===== config.mk =====
export PLATFORM = sky130hd
export DESIGN_NAME = keypad_scanner
export DESIGN_NICKNAME = d
export VERILOG_FILES = /design/src/rtl/keypad_codes_pkg.sv /design/src/rtl/keypad_scanner_sync2.sv /design/src/rtl/keypad_scanner.sv
export SDC_FILE = /design/constraint.sdc
export NUM_CORES = 1
export LEC_CHECK = 0
export BUFFER_PORTS_ARGS = -buffer_cell sky130_fd_sc_hd__buf_2
export CAP_MARGIN = 20
export CORE_MARGIN = 5
export CORE_UTILIZATION = 55
export DETAILED_ROUTE_END_ITERATION = 7
export GPL_TIMING_DRIVEN = 0
export PLACE_DENSITY = 0.8
export SLEW_MARGIN = 20
export SYNTH_ARGS = -nofsm -noshare
export SYNTH_HDL_FRONTEND = slang
export SYNTH_HIERARCHICAL = 1
export SYNTH_SLANG_ARGS = --single-unit

===== constraint.sdc =====
create_clock -name clk -period 2.44 [get_ports clk]
set_input_delay 0.488 -clock clk [delete_from_list [all_inputs] [get_ports clk]]
set_output_delay 0.488 -clock clk [all_outputs]
set_load 0.01 [all_outputs]

===== src/rtl/keypad_codes_pkg.sv =====
`default_nettype none
// ============================================================================
// Package     : keypad_codes
// Description : Key codes shared by the keypad scanner, the calculator FSM
//               and the calculation unit, plus the matrix position to key
//               code decoder.
//               Digits have bit7 = 0, operators have upper nibble 4'hF, and
//               Clear / Equal match neither pattern.
// Revision    : 1.0 - initial release
// ============================================================================
package keypad_codes;

   localparam logic [7:0] encout_Clear = 8'hC0;
   localparam logic [7:0] encout_Equ   = 8'hE0;

   localparam logic [7:0] OP_ADD   = 8'hF0;
   localparam logic [7:0] OP_SUB   = 8'hF1;
   localparam logic [7:0] OP_MUL   = 8'hF2;
   localparam logic [7:0] OP_DIV   = 8'hF3;
   localparam logic [7:0] KEY_ZERO = 8'h00;
   localparam logic [7:0] KEY_IDLE = 8'hFF;

   // Matrix position (row r, column c) to key code.
   // Column 3 holds the operators in row order (F0..F3). Row 3 holds
   // Clear, 0, Equal. The remaining 3x3 block holds digits 1..9.
   function automatic logic [7:0] decode_key(input logic [1:0] r, input logic [1:0] c);
      logic [7:0] code;
      if (c == 2'd3) begin
         code = {6'b111100, r};
      end else if (r == 2'd3) begin
         case (c)
            2'd0:    code = encout_Clear;
            2'd1:    code = KEY_ZERO;
            default: code = encout_Equ;
         endcase
      end else begin
         code = ({6'd0, r} * 8'd3) + {6'd0, c} + 8'd1;
      end
      return code;
   endfunction

endpackage
`default_nettype wire


===== src/rtl/keypad_scanner_sync2.sv =====
`default_nettype none
// ============================================================================
// Module      : sync2
// Description : Parameterised-width two-flop synchroniser. Resets to all
//               ones so that pulled-up inputs read as idle during reset.
// Ports       : clk - system clock
//               rst - asynchronous reset, active low
//               d   - asynchronous input bus
//               q   - synchronised output bus
// Revision    : 1.0 - initial release
// ============================================================================
module sync2 #(
   parameter int WIDTH = 4
) (
   input  logic             clk,
   input  logic             rst,
   input  logic [WIDTH-1:0] d,
   output logic [WIDTH-1:0] q
);

   logic [WIDTH-1:0] meta;

   always_ff @(posedge clk or negedge rst) begin
      if (!rst) begin
         meta <= '1;
         q    <= '1;
      end else begin
         meta <= d;
         q    <= meta;
      end
   end

endmodule
`default_nettype wire


===== src/rtl/keypad_scanner.sv =====
`default_nettype none
// ============================================================================
// Module      : keypad_scanner
// Description : Scans a 4x4 active-low key matrix one column at a time,
//               synchronises and debounces the rows, and reports a single
//               accepted key as an 8-bit code with a level 'pressed' flag.
//               Multiple simultaneous rows in one column are ignored (no
//               ghost decode); a held key yields exactly one pressed pulse.
// Ports       : clk      - system clock
//               rst      - asynchronous reset, active low
//               row      - matrix rows (async, pulled up, low = closed)
//               col      - matrix column drive, exactly one bit low
//               key_code - accepted key code, 8'hFF when none
//               pressed  - high while a debounced key is held
// Revision    : 1.0 - initial release
// ============================================================================
module keypad_scanner
   import keypad_codes::*;
#(
   parameter int SCAN_DIV     = 1000,
   parameter int DEBOUNCE_CNT = 20
) (
   input  logic       clk,
   input  logic       rst,
   input  logic [3:0] row,
   output logic [3:0] col,
   output logic [7:0] key_code,
   output logic       pressed
);

   // One counter serves both the column dwell and the debounce runs.
   localparam int CNT_MAX = (SCAN_DIV > DEBOUNCE_CNT) ? SCAN_DIV : DEBOUNCE_CNT;
   localparam int CW      = $clog2(CNT_MAX + 1);

   typedef enum logic [1:0] {
      ST_SCAN     = 2'd0,
      ST_DEBOUNCE = 2'd1,
      ST_HELD     = 2'd2,
      ST_RELEASE  = 2'd3
   } state_t;

   state_t        state;
   logic [CW-1:0] cnt;
   logic [3:0]    pattern;   // row pattern captured at detection
   logic [1:0]    row_idx;
   logic [1:0]    col_idx;

   logic [3:0]    rs;
   logic          single_low;
   logic [1:0]    rs_row;
   logic [1:0]    cur_col;
   logic [3:0]    next_col;
   logic          last_dwell;
   logic          deb_done;

   sync2 #(.WIDTH(4)) u_sync (
      .clk (clk),
      .rst (rst),
      .d   (row),
      .q   (rs)
   );

   // Exactly one row low identifies a single key; anything else is
   // either idle or an ambiguous multi-key pattern.
   always_comb begin
      single_low = 1'b1;
      rs_row     = 2'd0;
      case (rs)
         4'b1110: rs_row = 2'd0;
         4'b1101: rs_row = 2'd1;
         4'b1011: rs_row = 2'd2;
         4'b0111: rs_row = 2'd3;
         default: single_low = 1'b0;
      endcase
   end

   always_comb begin
      cur_col = 2'd0;
      case (col)
         4'b1101: cur_col = 2'd1;
         4'b1011: cur_col = 2'd2;
         4'b0111: cur_col = 2'd3;
         default: cur_col = 2'd0;
      endcase
   end

   assign next_col   = {col[2:0], col[3]};
   assign last_dwell = (cnt == CW'(SCAN_DIV - 1));
   // The transition edge is the one on which the count would reach the
   // threshold, so compare against threshold-1 before incrementing.
   assign deb_done   = (cnt == CW'(DEBOUNCE_CNT - 1));

   always_ff @(posedge clk or negedge rst) begin
      if (!rst) begin
         state    <= ST_SCAN;
         cnt      <= '0;
         col      <= 4'b1110;
         key_code <= KEY_IDLE;
         pressed  <= 1'b0;
         pattern  <= 4'hF;
         row_idx  <= 2'd0;
         col_idx  <= 2'd0;
      end else begin
         case (state)
            ST_SCAN: begin
               if (last_dwell) begin
                  cnt <= '0;
                  if (single_low) begin
                     pattern <= rs;
                     row_idx <= rs_row;
                     col_idx <= cur_col;
                     state   <= ST_DEBOUNCE;
                  end else begin
                     col <= next_col;
                  end
               end else begin
                  cnt <= cnt + CW'(1);
               end
            end

            ST_DEBOUNCE: begin
               if (rs != pattern) begin
                  cnt   <= '0;
                  col   <= next_col;
                  state <= ST_SCAN;
               end else if (deb_done) begin
                  cnt      <= '0;
                  key_code <= decode_key(row_idx, col_idx);
                  pressed  <= 1'b1;
                  state    <= ST_HELD;
               end else begin
                  cnt <= cnt + CW'(1);
               end
            end

            ST_HELD: begin
               // Only an all-high run counts towards release; any closed
               // row in this column (same or extra key) restarts it.
               if (rs == 4'hF) begin
                  if (deb_done) begin
                     cnt     <= '0;
                     pressed <= 1'b0;
                     state   <= ST_RELEASE;
                  end else begin
                     cnt <= cnt + CW'(1);
                  end
               end else begin
                  cnt <= '0;
               end
            end

            ST_RELEASE: begin
               key_code <= KEY_IDLE;
               col      <= next_col;
               cnt      <= '0;
               state    <= ST_SCAN;
            end

            default: begin
               state <= ST_SCAN;
               cnt   <= '0;
            end
         endcase
      end
   end

endmodule
`default_nettype wire


==> impl_metrics.py, run 1 <==
metrics = {
    "layout": {
        "seq_area_mm2": 0.00103,
        "syn2layout_area_growth_pct": 10.8,
        "antenna_cells": 0,
        "multiInputGateArea_um2": 847,
        "num-fill-cells": 282,
        "nets": 201,
        "drive_gt1_frac": 0.339,
        "postLayoutCellArea_mm2": 0.00212,
    },
    "floorplan": {
        "fp.dieH_um": 69.0,
        "start_util": 0.569,
        "coreArea_mm2": 0.00336,
        "ios": 19,
        "num_rows": 21,
        "die_area_mm2": 0.00476,
        "fp.dieW_um": 69.0,
    },
    "sta": {
        "relSlewSlack": 0.458,
        "setup_viol": 0,
        "rsz0062_at_grt": "no",
        "report.final.slew_viol_count": 0,
        "fmax_mhz": 499,
        "min_period_over_period": 0.820,
        "setup_tns_ns": 0,
        "finalCriticalPeriod_ns": 2.00,
        "tightest_slew_ns": 0.813,
        "holdWs_ns": 0.214,
        "finClkSkew_ns": 0.0167,
        "final_hold_viol_count": 0,
    },
    "power_and_ir_drop": {
        "combPwrFrac": 0.025,
        "p_clk_frac": 0.327,
        "p_sw_mw": 0.227,
        "p_seq_frac": 0.648,
        "irDropWorstVdd_uv": 298,
        "power_leakage_nw": 0.974,
        "powerDensity_mw_per_mm2": 498,
        "p_sw_frac": 0.215,
        "internal_power_mw": 0.828,
    },
    "routing": {
        "vias_per_cell": 5.38,
        "first_iter_violations": 71,
        "ant_nets": 0,
        "routed_wl_um": 3080,
        "wl_per_cell_um": 13.1,
        "vias": 1265,
        "drc": 0,
        "firstDrtPassIters": 4,
    },
    "clock_tree": {
        "cts_tree": "yes",
        "clock-root-buffer": "clkbuf_4",
        "clk-insertion-delay-late_ns": 0.35,
        "clk_pin_slew_worst_paths_ns": 0.12,
        "cts-htree-levels": 2,
        "post_cts_buffers": 0,
        "cts-resized-gates": 0,
        "clockBufferDepth": 2,
        "cts_sinks": 40,
        "hold_buffers": 0,
        "cts_made_buffers": 5,
    },
    "synth": {
        "synthTopCellsByArea": "dfstp_2 30%, dfrtp_1 24%, xnor2_1 5.0%",
        "syn_nets": 176,
        "ys_seq_area_frac": 0.538,
        "yosysWarnings": 6,
        "synth_edf_count": 0,
        "synth.most_common_cell": "dfstp_2",
        "syn_area_mm2": 0.00191,
        "avgSynthCellArea_um2": 11.7,
        "synthCells": 163,
        "yosys-top-cells-count": "22 x dfstp_2, 18 x dfrtp_1, 15 x nor2_1, 13 x nand2_1",
        "synth_cell_types": 40,
        "ys.flop_type": "dfstp_2",
        "synth_top_area_frac": 0.302,
        "synth_async_sr_flop_share": 1.00,
        "synth_area_leader_cell": "dfstp_2",
        "yosys_register_bits": 40,
    },
    "grt": {
        "antenna_found_initial": 0,
        "grt_pass1_wl_um": 5780,
        "grt_pass1_vias": 1293,
        "grt_remaining_overflow": 0,
        "grt_max_degree": 41,
        "grt.total_usage": 0.166,
    },
    "critical_path": {
        "reg2reg_depth": 6,
        "r2r-end": "key_code[1]",
        "worst-path-max-fanout": 5,
        "reg2reg_slack_ns": 0.44,
        "crit_start": "row_idx[0]",
        "crit_path_end_kind": "flip-flop",
        "required_ns": 2.73,
        "crit_path_start_kind": "flip-flop",
        "crit_arrival_ns": 2.29,
        "worstReg2RegStart": "row_idx[0]",
        "critical_path_class": "flip-flop to flip-flop",
    },
    "run": {
        "cap_violations": 0,
    },
    "placed_design": {
        "placed_area_mm2": 0.00206,
        "io_buffers": 18,
        "hpwl_um": 2250,
        "gp_congestion": 0.797,
    },
    "min_path": {
        "min_path_type": "input pin to async pin",
    },
    "run_status": {
        "status": "complete, no violations",
    },
}
[critical path: stages (launching register included)]
cell and delay (ns):
dfrtp_1 0.46, fa_1 0.55, fa_1 0.53, inv_1 0.04
o21ai_0 0.12, o21ai_0 0.09, a2bb2oi_1 0.15
[layout make-up]
type / count / area share
Multi-Input combinational cell: 116 / 0.400
Inverter: 5 / 0.00885
Clock buffer: 8 / 0.0277
Timing Repair Buffer: 18 / 0.0425
Buffer: 2 / 0.00885
Sequential cell: 40 / 0.485
Tap cell: 46 / 0.0272
[registers in the layout (all words and copies together), names as in the netlist, named ones only]
register,count
cnt,10
key_code,7
col,4
pattern,4
u_sync/meta,4
u_sync/q,4
col_idx,2
row_idx,2
pressed,1
state,1
[power groups by stage]
| stage | combinational (mW) | sequential [mW] | clock [mW] |
|---|---|---|---|
| 4_1_cts | 0.0281 | 0.683 | 0.356 |
| 2_1_floorplan | 0.0104 | 0.693 | 0 |
| 5_1_grt | 0.0317 | 0.685 | 0.391 |
| 6_report | 0.0266 | 0.683 | 0.345 |
| 3_5_place_dp | 0.0280 | 0.695 | 0 |
| 3_3_place_gp | 0.0271 | 0.694 | 0 |
[per-stage QoR]
stage           util  setup slack, ns  instances  power, mW
2_1_floorplan      -            0.552        163      0.703
3_3_place_gp   0.613            0.501        227      0.721
3_5_place_dp   0.613            0.458        227      0.723
4_1_cts        0.630            0.424        235       1.07
5_1_grt        0.630            0.307        235       1.11
6_report       0.630            0.438        235       1.05
[cell families (layout without fill, tap and decap cells)]
kind of cell,after synthesis,in the layout,synth area share
AO/OA/AOI/OAI,26,26,0.0942
XOR/XNOR,17,17,0.0778
adder cells (fa/ha/maj),7,7,0.0536
buffers and inverters,7,33,0.0196
flip-flops,40,40,0.538
multiplexers,8,8,0.0510
AND/OR/NAND/NOR,58,58,0.166
[worst max path at each step]
stage / to / depth (start not counted)
CTS: key_code[1] / 6
global placement: key_code[1] / 6
floorplan: key_code[1] / 6
finish: key_code[1] / 6
detailed placement: key_code[1] / 6
global route: key_code[1] / 6
[layer usage]
| metal | vias to the layer above | part of all wire | global-route usage |
|---|---|---|---|
| met5 | - | 0 | 0 |
| met1 | 605 | 0.44 | 0.200 |
| met4 | 0 | 0.033 | 0.107 |
| li1 | 620 | - | - |
| met2 | 29 | 0.48 | 0.267 |
| met3 | 11 | 0.050 | 0.0389 |
[layout by cell type (no fill, tap or decap), types with 6 or more instances in the layout]
cell / Yosys / final
buf_2: 0 / 18
dfrtp_1: 18 / 18
dfstp_2: 22 / 22
mux2_2: 6 / 6
nand2_1: 13 / 13
nand3_1: 8 / 8
nor2_1: 15 / 15
o21ai_0: 11 / 11
xnor2_1: 11 / 11
xor2_1: 6 / 6
(Power assumes the default switching activity.)
==> inputs of run 2 (changes only) <==
--- a/config.mk
+++ b/config.mk
@@ -8,10 +8,10 @@
 export BUFFER_PORTS_ARGS = -buffer_cell sky130_fd_sc_hd__buf_2
 export CAP_MARGIN = 20
 export CORE_MARGIN = 5
-export CORE_UTILIZATION = 55
+export CORE_UTILIZATION = 52
 export DETAILED_ROUTE_END_ITERATION = 7
 export GPL_TIMING_DRIVEN = 0
-export PLACE_DENSITY = 0.8
+export PLACE_DENSITY = 0.79
 export SLEW_MARGIN = 20
 export SYNTH_ARGS = -nofsm -noshare
 export SYNTH_HDL_FRONTEND = slang
==> constraint.sdc (replaced) <==
create_clock -name clk -period 1.7 [get_ports clk]
set_input_delay 0.34 -clock clk [delete_from_list [all_inputs] [get_ports clk]]
set_output_delay 0.34 -clock clk [all_outputs]
set_load 0.01 [all_outputs]
==> run 2 against run 1 <==
Net effect:
- the flow now finishes with violations (negative setup slack)
- sequential cell count stayed put
- wire length rose by 24%
- largest power group unchanged
- final area grew 17%
- maximum frequency increased by 7.7%
- die area increased by 4.9%
- core utilization increased by 6.0 points
- critical endpoint is now key_code[3]
- critical path depth stayed put
==> impl_metrics.py, run 2 (synthesis results as in run 1) <==
metrics = {
    "critical_path": {
        "critical_path_class": "flip-flop to flip-flop",
        "cp_cell_sequence": "fa_1 > ha_1 > a21o_1 > a21oi_2 > nor3_1 > o22a_2",
        "crit_path_end_kind": "flip-flop",
        "required_ns": 1.94,
        "worst-path-max-fanout": 2,
        "reg2reg_slack_ns": -0.16,
        "crit_path_start_kind": "flip-flop",
        "crit_arrival_ns": 2.09,
        "critPathSlowestCell": "fa_1",
        "slowest_delay_ns": 0.50,
    },
    "power_and_ir_drop": {
        "irDropWorstVdd_uv": 603,
        "powerDensity_mw_per_mm2": 755,
        "power_leakage_nw": 1.14,
    },
    "run": {
        "cap_violations": 0,
    },
    "layout": {
        "seq_area_mm2": 0.00103,
        "top_regs": "cnt (10), key_code (7)",
        "regMostFlops": "cnt",
        "final-instance-count-excl-fill": 258,
        "mostFrequentLayoutCells": "22 x buf_4, 22 x dfstp_2, 18 x buf_2",
        "multiInputGateArea_um2": 981,
        "antenna_cells": 0,
        "postLayoutCellArea_mm2": 0.00249,
        "largest_register_ffs": 10,
        "nets": 222,
        "num-fill-cells": 249,
        "drive_gt1_frac": 0.505,
        "fin_util": 0.690,
        "syn2layout_area_growth_pct": 30.0,
    },
    "run_status": {
        "violations": "negative setup slack",
        "status": "finished with violations",
    },
    "routing": {
        "wl_per_cell_um": 14.7,
        "vias": 1376,
        "ant_nets": 0,
        "first_iter_violations": 76,
        "firstDrtPassIters": 4,
        "vias_per_cell": 5.33,
        "drc": 0,
        "routed_wl_um": 3800,
    },
    "grt": {
        "grt_remaining_overflow": 0,
        "groute.layer.met1.usage": 0.179,
        "use_met2": 0.279,
        "antenna_found_initial": 0,
        "busiest_layer": "met2",
        "grt.total_usage": 0.162,
        "grt_max_degree": 41,
        "grt_pass1_wl_um": 6270,
        "grt_pass1_vias": 1353,
        "use_met3": 0.0611,
    },
    "placed_design": {
        "io_buffers": 18,
        "dp_slack_ns": -0.195,
        "gp_congestion": 0.857,
        "placed_area_mm2": 0.00206,
        "dp.cells": 229,
        "hpwl_um": 2340,
    },
    "floorplan": {
        "coreArea_mm2": 0.00361,
        "fp.dieH_um": 70.7,
        "fp.dieW_um": 70.7,
        "start_util": 0.531,
        "ios": 19,
        "die_area_mm2": 0.00499,
        "num_rows": 22,
    },
    "sta": {
        "setup_viol": 9,
        "tightest_slew_ns": 0.841,
        "min_period_over_period": 1.09,
        "final_hold_viol_count": 0,
        "relSlewSlack": 0.439,
        "finalCriticalPeriod_ns": 1.86,
        "rsz0062_at_grt": "yes",
        "report.final.slew_viol_count": 0,
        "fmax_mhz": 538,
        "holdWs_ns": 0.139,
        "setup_ws_ns": -0.159,
        "finClkSkew_ns": 0.00614,
    },
    "clock_tree": {
        "cts-htree-levels": 2,
        "clockBufferDepth": 2,
        "clock-root-buffer": "clkbuf_8",
        "hold_buffers": 0,
        "cts_made_buffers": 5,
        "clk_pin_slew_worst_paths_ns": 0.08,
        "cts_sinks": 40,
        "cts_tree": "yes",
        "clk-insertion-delay-late_ns": 0.30,
    },
    "min_path": {
        "min_path_type": "input pin to flip-flop",
    },
}
[run 2: cell types whose count changed in the layout (fill, tap and decap cells not counted), moves of 5 or more]
cell      previous run  this run
buf_4                1        22
clkbuf_8             1         7
dfrtp_2              0         5
dfrtp_1             18        13
clkbuf_4             5         0
[run 2: routing by layer]
layer | part of all wire | vias to the layer above | routed length, µm
met5 | 0 | - | 0
met4 | 0.021 | 0 | 78
met3 | 0.051 | 9 | 193
met2 | 0.52 | 33 | 1990
met1 | 0.41 | 671 | 1540
li1 | - | 663 | -
[run 2: worst paths after layout]
path	start	to	cells past startpoint
worst max-delay path	row_idx[1]	key_code[3]	6
worst min-delay path	row[1]	u_sync/meta[1]	1
worst max register to register	row_idx[1]	key_code[3]	6
worst min register to register	u_sync/meta[3]	u_sync/q[3]	0
max in group asynchronous	rst	row_idx[0]	1
min in group asynchronous	rst	cnt[6]	1
[run 2: cell type report]
cell class	count	share of cell area
inverters	5	0.00755
multi-input cells	116	0.394
plain buffers	2	0.00755
clock buffers	7	0.0387
well taps	48	0.0241
repair buffers	39	0.0996
clock inverters	1	0.0121
flip-flops and latches	40	0.416
[run 2: metrics by stage]
step | total power, mW | TNS (ns)
after floorplan | 1.01 | -0.224
after global placement | 1.03 | -0.713
after detailed placement | 1.04 | -1.15
after CTS | 1.88 | -0.507
after global routing | 1.94 | -1.91
final | 1.88 | -0.629
[run 2: critical path, delay by kind of cell (launching register included)]
kind | cells | cell delay (ns)
compound gates | 3 | 0.49
simple gates | 1 | 0.06
flops | 1 | 0.43
fa+ha+maj | 2 | 0.81
[run 2: power by group]
part	internal (mW)	switching, mW	leakage (nW)
clock	0.518	0.322	0.0645
sequential	0.971	0.00821	0.457
combinational	0.0247	0.0341	0.614
total	1.51	0.364	1.14
[run 2: repair_timing]
item                                    in CTS  in global routing
resized for setup                           13                 16
endpoints found under the setup margin      12                 25
pin swaps                                    7                  9
gates cloned                                 0                  0
setup buffers                               12                  9
